**config.mk**
```make
export PLATFORM = sky130hd
export DESIGN_NAME = cam_read_flat
export DESIGN_NICKNAME = d
export VERILOG_FILES = /design/src/rtl/cam_read_if.sv /design/src/rtl/cam_read.sv /design/src/flat_wrapper.sv
export SDC_FILE = /design/constraint.sdc
export NUM_CORES = 1
export LEC_CHECK = 0
export BUFFER_PORTS_ARGS = -buffer_cell sky130_fd_sc_hd__buf_4
export CORE_MARGIN = 2
export CORE_UTILIZATION = 50
export CTS_CLUSTER_SIZE = 16
export DETAILED_ROUTE_END_ITERATION = 8
export PLACE_DENSITY = 0.75
export REMOVE_ABC_BUFFERS = 1
export SLEW_MARGIN = 20
export SYNTH_ARGS = -nofsm -noshare
export SYNTH_HDL_FRONTEND = slang
export SYNTH_SLANG_ARGS = --single-unit
export TNS_END_PERCENT = 100
```
**constraint.sdc**
```tcl
create_clock -name clk -period 2 [get_ports clk]
set_input_delay 0.2 -clock clk [delete_from_list [all_inputs] [get_ports clk]]
set_output_delay 0.2 -clock clk [all_outputs]
set_load 0.02 [all_outputs]
```
**src/rtl/cam_read_if.sv**
```systemverilog
// Camera-side and frame-buffer-side signals of cam_read, bundled.
// master drives the camera pins; slave is the capture block.
interface cam_read_if #(
  parameter int AW = 15,
  parameter int DW = 8
);
  logic          vsync;
  logic          href;
  logic [7:0]    px_data;
  logic [AW-1:0] mem_px_addr;
  logic [DW-1:0] mem_px_data;
  logic          px_wr;
  logic          frame_done;

  modport master (
    output vsync, href, px_data,
    input  mem_px_addr, mem_px_data, px_wr, frame_done
  );

  modport slave (
    input  vsync, href, px_data,
    output mem_px_addr, mem_px_data, px_wr, frame_done
  );
endinterface

```
**src/rtl/cam_read.sv**
```systemverilog
// Captures an RGB565 camera byte stream into an RGB332 frame buffer, one write per pixel.
// Define CAM_TEST_PATTERN_EN to replace pixel data with eight vertical colour bars.
module cam_read #(
  parameter int AW    = 15,
  parameter int DW    = 8,
  parameter int IMG_W = 160,
  parameter int IMG_H = 120
) (
  input  logic       clk,
  input  logic       rst,
  cam_read_if.slave  bus
);
  localparam int TOTAL = IMG_W * IMG_H;
  // one extra bit so the counter can sit at TOTAL without wrapping
  localparam int CW    = AW + 1;

  typedef enum logic [1:0] {WAIT_VS, WAIT_FRAME, BYTE1, BYTE2} state_t;

  state_t        state_q, state_d;
  logic [CW-1:0] cnt_q, cnt_d;
  logic [5:0]    hi_q, hi_d;
  logic [AW-1:0] addr_q, addr_d;
  logic [DW-1:0] data_q, data_d;
  logic          wr_q, wr_d;
  logic          done_q, done_d;
  logic [DW-1:0] pixel;

`ifdef CAM_TEST_PATTERN_EN
  localparam int COLW = $clog2(IMG_W + 1);
  logic [COLW-1:0] col_q, col_d;
  logic [2:0]      bar;

  assign bar = 3'((32'(col_q) * 8) / IMG_W);

  always_comb begin
    pixel = '0;
    case (bar)
      3'd0:    pixel = DW'(8'hFF);
      3'd1:    pixel = DW'(8'hFC);
      3'd2:    pixel = DW'(8'h1F);
      3'd3:    pixel = DW'(8'h1C);
      3'd4:    pixel = DW'(8'hE3);
      3'd5:    pixel = DW'(8'hE0);
      3'd6:    pixel = DW'(8'h03);
      default: pixel = DW'(8'h00);
    endcase
  end

  // column tracks counter mod IMG_W without a divider
  always_comb begin
    col_d = col_q;
    if (state_q == WAIT_FRAME) begin
      col_d = '0;
    end else if (wr_d) begin
      col_d = (32'(col_q) == IMG_W - 1) ? '0 : col_q + 1'b1;
    end
  end

  always_ff @(posedge clk or negedge rst) begin
    if (!rst) begin
      col_q <= '0;
    end else begin
      col_q <= col_d;
    end
  end
`else
  // hi_q keeps only R5[4:2] and G6[5:3]; the low byte supplies B5[4:3]
  assign pixel = DW'({hi_q, bus.px_data[4:3]});
`endif

  always_comb begin
    state_d = state_q;
    cnt_d   = cnt_q;
    hi_d    = hi_q;
    addr_d  = addr_q;
    data_d  = data_q;
    wr_d    = 1'b0;
    done_d  = wr_q && (addr_q == AW'(TOTAL - 1));
    case (state_q)
      WAIT_VS: begin
        if (bus.vsync) state_d = WAIT_FRAME;
      end
      WAIT_FRAME: begin
        cnt_d = '0;
        if (!bus.vsync) state_d = BYTE1;
      end
      BYTE1: begin
        if (bus.vsync) begin
          state_d = WAIT_FRAME;
        end else if (bus.href) begin
          hi_d    = {bus.px_data[7:5], bus.px_data[2:0]};
          state_d = BYTE2;
        end
      end
      BYTE2: begin
        if (bus.vsync) begin
          state_d = WAIT_FRAME;
        end else begin
          state_d = BYTE1;
          if (bus.href && (cnt_q < CW'(TOTAL))) begin
            addr_d = cnt_q[AW-1:0];
            data_d = pixel;
            wr_d   = 1'b1;
            cnt_d  = cnt_q + 1'b1;
          end
        end
      end
      default: state_d = WAIT_VS;
    endcase
  end

  always_ff @(posedge clk or negedge rst) begin
    if (!rst) begin
      state_q <= WAIT_VS;
      cnt_q   <= '0;
      hi_q    <= '0;
      addr_q  <= '0;
      data_q  <= '0;
      wr_q    <= 1'b0;
      done_q  <= 1'b0;
    end else begin
      state_q <= state_d;
      cnt_q   <= cnt_d;
      hi_q    <= hi_d;
      addr_q  <= addr_d;
      data_q  <= data_d;
      wr_q    <= wr_d;
      done_q  <= done_d;
    end
  end

  assign bus.mem_px_addr = addr_q;
  assign bus.mem_px_data = data_q;
  assign bus.px_wr       = wr_q;
  assign bus.frame_done  = done_q;
endmodule

```
**src/flat_wrapper.sv**
```systemverilog
// flat-port wrapper written by rule: the top's interface ports become plain ports
module cam_read_flat 
#(
  parameter int AW    = 15,
  parameter int DW    = 8,
  parameter int IMG_W = 160,
  parameter int IMG_H = 120
)
  (clk, rst, bus_vsync, bus_href, bus_px_data, bus_mem_px_addr, bus_mem_px_data, bus_px_wr, bus_frame_done);
  cam_read_if #(.AW(AW), .DW(DW)) bus_i ();
  input  logic clk;
  input  logic rst;
  input wire logic [$bits(bus_i.vsync)-1:0] bus_vsync;
  input wire logic [$bits(bus_i.href)-1:0] bus_href;
  input wire logic [$bits(bus_i.px_data)-1:0] bus_px_data;
  output wire logic [$bits(bus_i.mem_px_addr)-1:0] bus_mem_px_addr;
  output wire logic [$bits(bus_i.mem_px_data)-1:0] bus_mem_px_data;
  output wire logic [$bits(bus_i.px_wr)-1:0] bus_px_wr;
  output wire logic [$bits(bus_i.frame_done)-1:0] bus_frame_done;
  assign bus_i.vsync = bus_vsync;
  assign bus_i.href = bus_href;
  assign bus_i.px_data = bus_px_data;
  assign bus_mem_px_addr = bus_i.mem_px_addr;
  assign bus_mem_px_data = bus_i.mem_px_data;
  assign bus_px_wr = bus_i.px_wr;
  assign bus_frame_done = bus_i.frame_done;
  cam_read #(.AW(AW), .DW(DW), .IMG_W(IMG_W), .IMG_H(IMG_H)) u_core (.clk(clk), .rst(rst), .bus(bus_i));
endmodule
```
# Yosys cells after proc, flatten, opt, wreduce, memory -nomap -nowiden
# Index checks and enable logic that the tools add are counted.
# word_totals
register_bits,49
latchBits,0
mem_bits_rw,0
romBits,0
output_inout_bits,25
wordCells,39
memories,0
# op_classes
addsub,1
mul,0
div,0
order_cmp,1
eq_ne,9
n_shift,0
n_mux,12
n_bitwise,1
reduce_logical,8
# ops
op,n
$mux W16,2
$pmux W16 S2,1
$add A16 B1 Y16 const B,1
$lt A16 B15 Y1 const B,1
$eq A15 B15 Y1 const B,1
$reduce_and A3 Y1,4
$mux W2,5
$pmux W2 S4,1
$ne A2 B2 Y1 const B,3
$eq A2 B2 Y1 const B,2
$mux W1,3
$ne A3 B3 Y1 const B,1
$eq A2 B1 Y1 const B,1
$logic_and A1 B1 Y1,2
$logic_not A2 Y1,1
$ne A2 B1 Y1 const B,1
$reduce_bool A2 Y1,1
$not A1 Y1,1

# Logic depth before layout (Yosys ltp)
# depth
ltp_word,5
depth_mapped,6
mapped_depth_nobuf,5

# Least setup slack after synthesis
# Ideal clock, no wire load.
# synth_timing
path_type,register to register
start,register u_core.cnt_q[15]
end,register u_core.cnt_q[9]
t_arrival_ps,1818
slack_ps,104
path_stages_with_launch,5
path_buffers,0
period_less_slack_ps,1896
path_cell_list,dfrtp_1 or3b_4 a2111o_1 or4_1 a21oi_1
# synth_via
elab_chain_len,4
# synth_rtl
item,line,source
start: declaration,cam_read.sv:20,"logic [CW-1:0] cnt_q, cnt_d;"
start signal: assignment,cam_read.sv:123,cnt_q <= cnt_d;
$lt A16 B15 Y1,cam_read.sv:100,if (bus.href && (cnt_q < CW'(TOTAL))) begin
$logic_and A1 B1 Y1,cam_read.sv:100,
$ne A2 B1 Y1 (no source line),n/a,
$reduce_and A3 Y1 (no source line),n/a,
# No other way between the ends.
# A chain may end at the register's enable or synchronous reset.

# Worst setup path in the final report
# layout_timing
start,register u_core.cnt_q[15]
end,register u_core.cnt_q[11]
# The elaborated chain is that of the path after synthesis.

==> flow_summary.json <==
{
  "vias_per_cell": 5.83,
  "dp_hpwl_mm": 3.24,
  "async_flop_share": 1.00,
  "p_int_mw": 1.56,
  "synth.yosys.warnings": 0,
  "htreeDepth": 2,
  "finalInstanceArea_um2": 2770,
  "port_buffers": 36,
  "dpl_cell_area_um2": 2580,
  "utilization": 0.644,
  "total_power_mw": 2.18,
  "finalCriticalPeriod_ps": 1990,
  "cp.arrival_ps": 2230,
  "worst-setup-path-type": "reg -> reg",
  "rsz0062_at_grt": "true",
  "drtIter0Drc": 117,
  "firstDrtPassIters": 4,
  "cp_max_fo": 5,
  "switching_share": 0.282,
  "tightest_slew_ps": 599,
  "insertion_delay_ps": 310,
  "synth_cell_types": 44,
  "grt_pass1_vias": 1601,
  "fin_ws_ps": 6.13,
  "cts_tree": "yes",
  "finClkSkew_ps": 8.13,
  "syn-cell-area_um2": 2200,
  "routed_wl_mm": 4.71,
  "grt_max_degree": 50,
  "initial_utilization": 0.512,
  "fmax_mhz": 502,
  "clockBufferDepth": 2,
  "place_congestion": 0.882,
  "vias": 1638,
  "die_y_um": 70.3,
  "ios": 37,
  "hold_viol": 0,
  "rows": 24,
  "drive_above_1_share": 0.463,
  "ys_ff_latch": 49,
  "die-area_um2": 4940,
  "min_path_cells": 2,
  "p_per_area_nw_per_um2": 787,
  "run_status": "finished clean",
  "synthCells": 176,
  "p_comb_frac": 0.193,
  "root_buffer": "clkbuf_8",
  "synth_edf_count": 0,
  "area_growth_pct": 25.9,
  "r2r.worst_path.cells": 4,
  "cp-end-kind": "register",
  "min_path_type": "in -> reg",
  "cts_buffers": 5,
  "cts.sinks": 49,
  "switching_power_mw": 0.614,
  "worstPathRequired_ps": 2230,
  "clk_pin_slew_ps": 90,
  "gr-usage-all-layers": 0.204,
  "slew_violations": 0,
  "finalCritPeriodShare": 0.997,
  "p_leak_nw": 1.33,
  "vdd_ir_drop_max_uv": 578,
  "antenna_found_initial": 0,
  "setup_violations": 0,
  "maxCapViolCount": 0,
  "startpoint_type": "register",
  "n_antenna_cell": 0,
  "fin_nets": 241,
  "die_w_um": 70.3,
  "relSlewSlack": 0.601,
  "seq_power_share": 0.539,
  "wire_per_inst_um": 16.8,
  "overflow": 0,
  "core-area_um2": 4290,
  "postRouteAntennaNets": 0,
  "synth.avg_cell_area_um2": 12.5,
  "ys.flop_type": "dfrtp_1",
  "clockPowerShare": 0.268,
  "grt_pass1_wl_mm": 7.91,
  "dp_slack_ps": -17.7,
  "drcViolationCount": 0,
  "final_cell_mix": "49 x buf_4, 49 x dfrtp_1, 29 x mux2_2",
  "ys_seq_area_frac": 0.558
}
## metrics by stage
stage	std cells	setup TNS [ps]	hold slack (ps)
final	281	0	74.3
after global routing	281	-73.6	65.3
after CTS	279	0	70.3
after detailed placement	270	-17.7	246
after global placement	270	0	249
after floorplan	171	-348	-95.6
## state kept, by name (all words and copies together), names as in the netlist
signal	flops
u_core.hi_q	6
u_core.state_q	2
u_core.cnt_q	16
u_core.bus.mem_px_data	8
u_core.bus.px_wr	1
u_core.bus.mem_px_addr	15
u_core.bus.frame_done	1
## kinds of logic (layout without fill, tap and decap cells)
family                     after synthesis  in the layout  synth area share
buffers and inverters                   11             64            0.0268
DFF                                     49             49             0.558
muxes                                   29             29             0.149
AOI/OAI and AO/OA                       40             40             0.134
and+or+nand+nor                         46             46             0.126
adders and majority gates                1              1           0.00569
## layer usage
| metal | global-route usage | routed length [um] | vias to the layer above |
|---|---|---|---|
| li1 | - | - | 780 |
| met1 | 0.287 | 2150 | 808 |
| met2 | 0.312 | 2260 | 44 |
| met3 | 0.0563 | 241 | 6 |
| met4 | 0.0577 | 59 | 0 |
| met5 | 0 | 0 | - |
## worst max-delay path, stage by stage, from the launching register on
cell and delay [ps]:
dfrtp_1 390, or3b_4 430, a2111o_1 510, or4_4 450
a21oi_2 140
## synthesized netlist by cell type, types with 3 or more instances
cell type | n | area [um2]
dfrtp_1 | 49 | 1230
mux2_2 | 29 | 327
nand2_1 | 10 | 37.5
o31ai_1 | 9 | 67.6
a21oi_1 | 8 | 40.0
inv_1 | 6 | 22.5
nor2_1 | 5 | 18.8
or4_1 | 5 | 37.5
nand3_1 | 4 | 20.0
nand4_1 | 4 | 25.0
o21ai_0 | 4 | 20.0
a31oi_1 | 3 | 18.8
nor3_1 | 3 | 15.0
## repair_timing
| item | in CTS | in global routing |
|---|---|---|
| setup buffers | 0 | 2 |
| resized for setup | 0 | 15 |
| endpoints found under the hold margin | 49 | 0 |
| endpoints found under the setup margin | 3 | 9 |
| pin swaps | 1 | 5 |
| gates cloned | 0 | 0 |
| hold buffers | 1 | 0 |
## power by group through the flow
stage | clock network (mW) | logic, mW | registers (mW)
floorplan | 0 | 0.134 | 1.27
global placement | 0 | 0.412 | 1.19
detailed placement | 0 | 0.420 | 1.19
CTS | 0.605 | 0.423 | 1.17
global route | 0.641 | 0.454 | 1.19
finish | 0.583 | 0.421 | 1.17
## cell type report
cell class,count,area [um2]
clock buffer,5,68.8
clock inverter,3,22.5
fill,367,1530
tap,52,65.1
inverter,6,22.5
timing repair buffer,50,378
multi-input combinational,116,983
sequential,49,1230
## final timing paths
check	slack [ps]	end	start
min reg2reg	510	u_core.bus.mem_px_data[7]	u_core.bus.mem_px_data[7]
max reg2reg	6	u_core.cnt_q[11]	u_core.cnt_q[15]
min in group asynchronous	430	u_core.bus.frame_done	rst
max in group asynchronous	1160	u_core.cnt_q[7]	rst
min	70	u_core.state_q[1]	bus_vsync
max	6	u_core.cnt_q[11]	u_core.cnt_q[15]
Power figures use the tool's default switching activity.
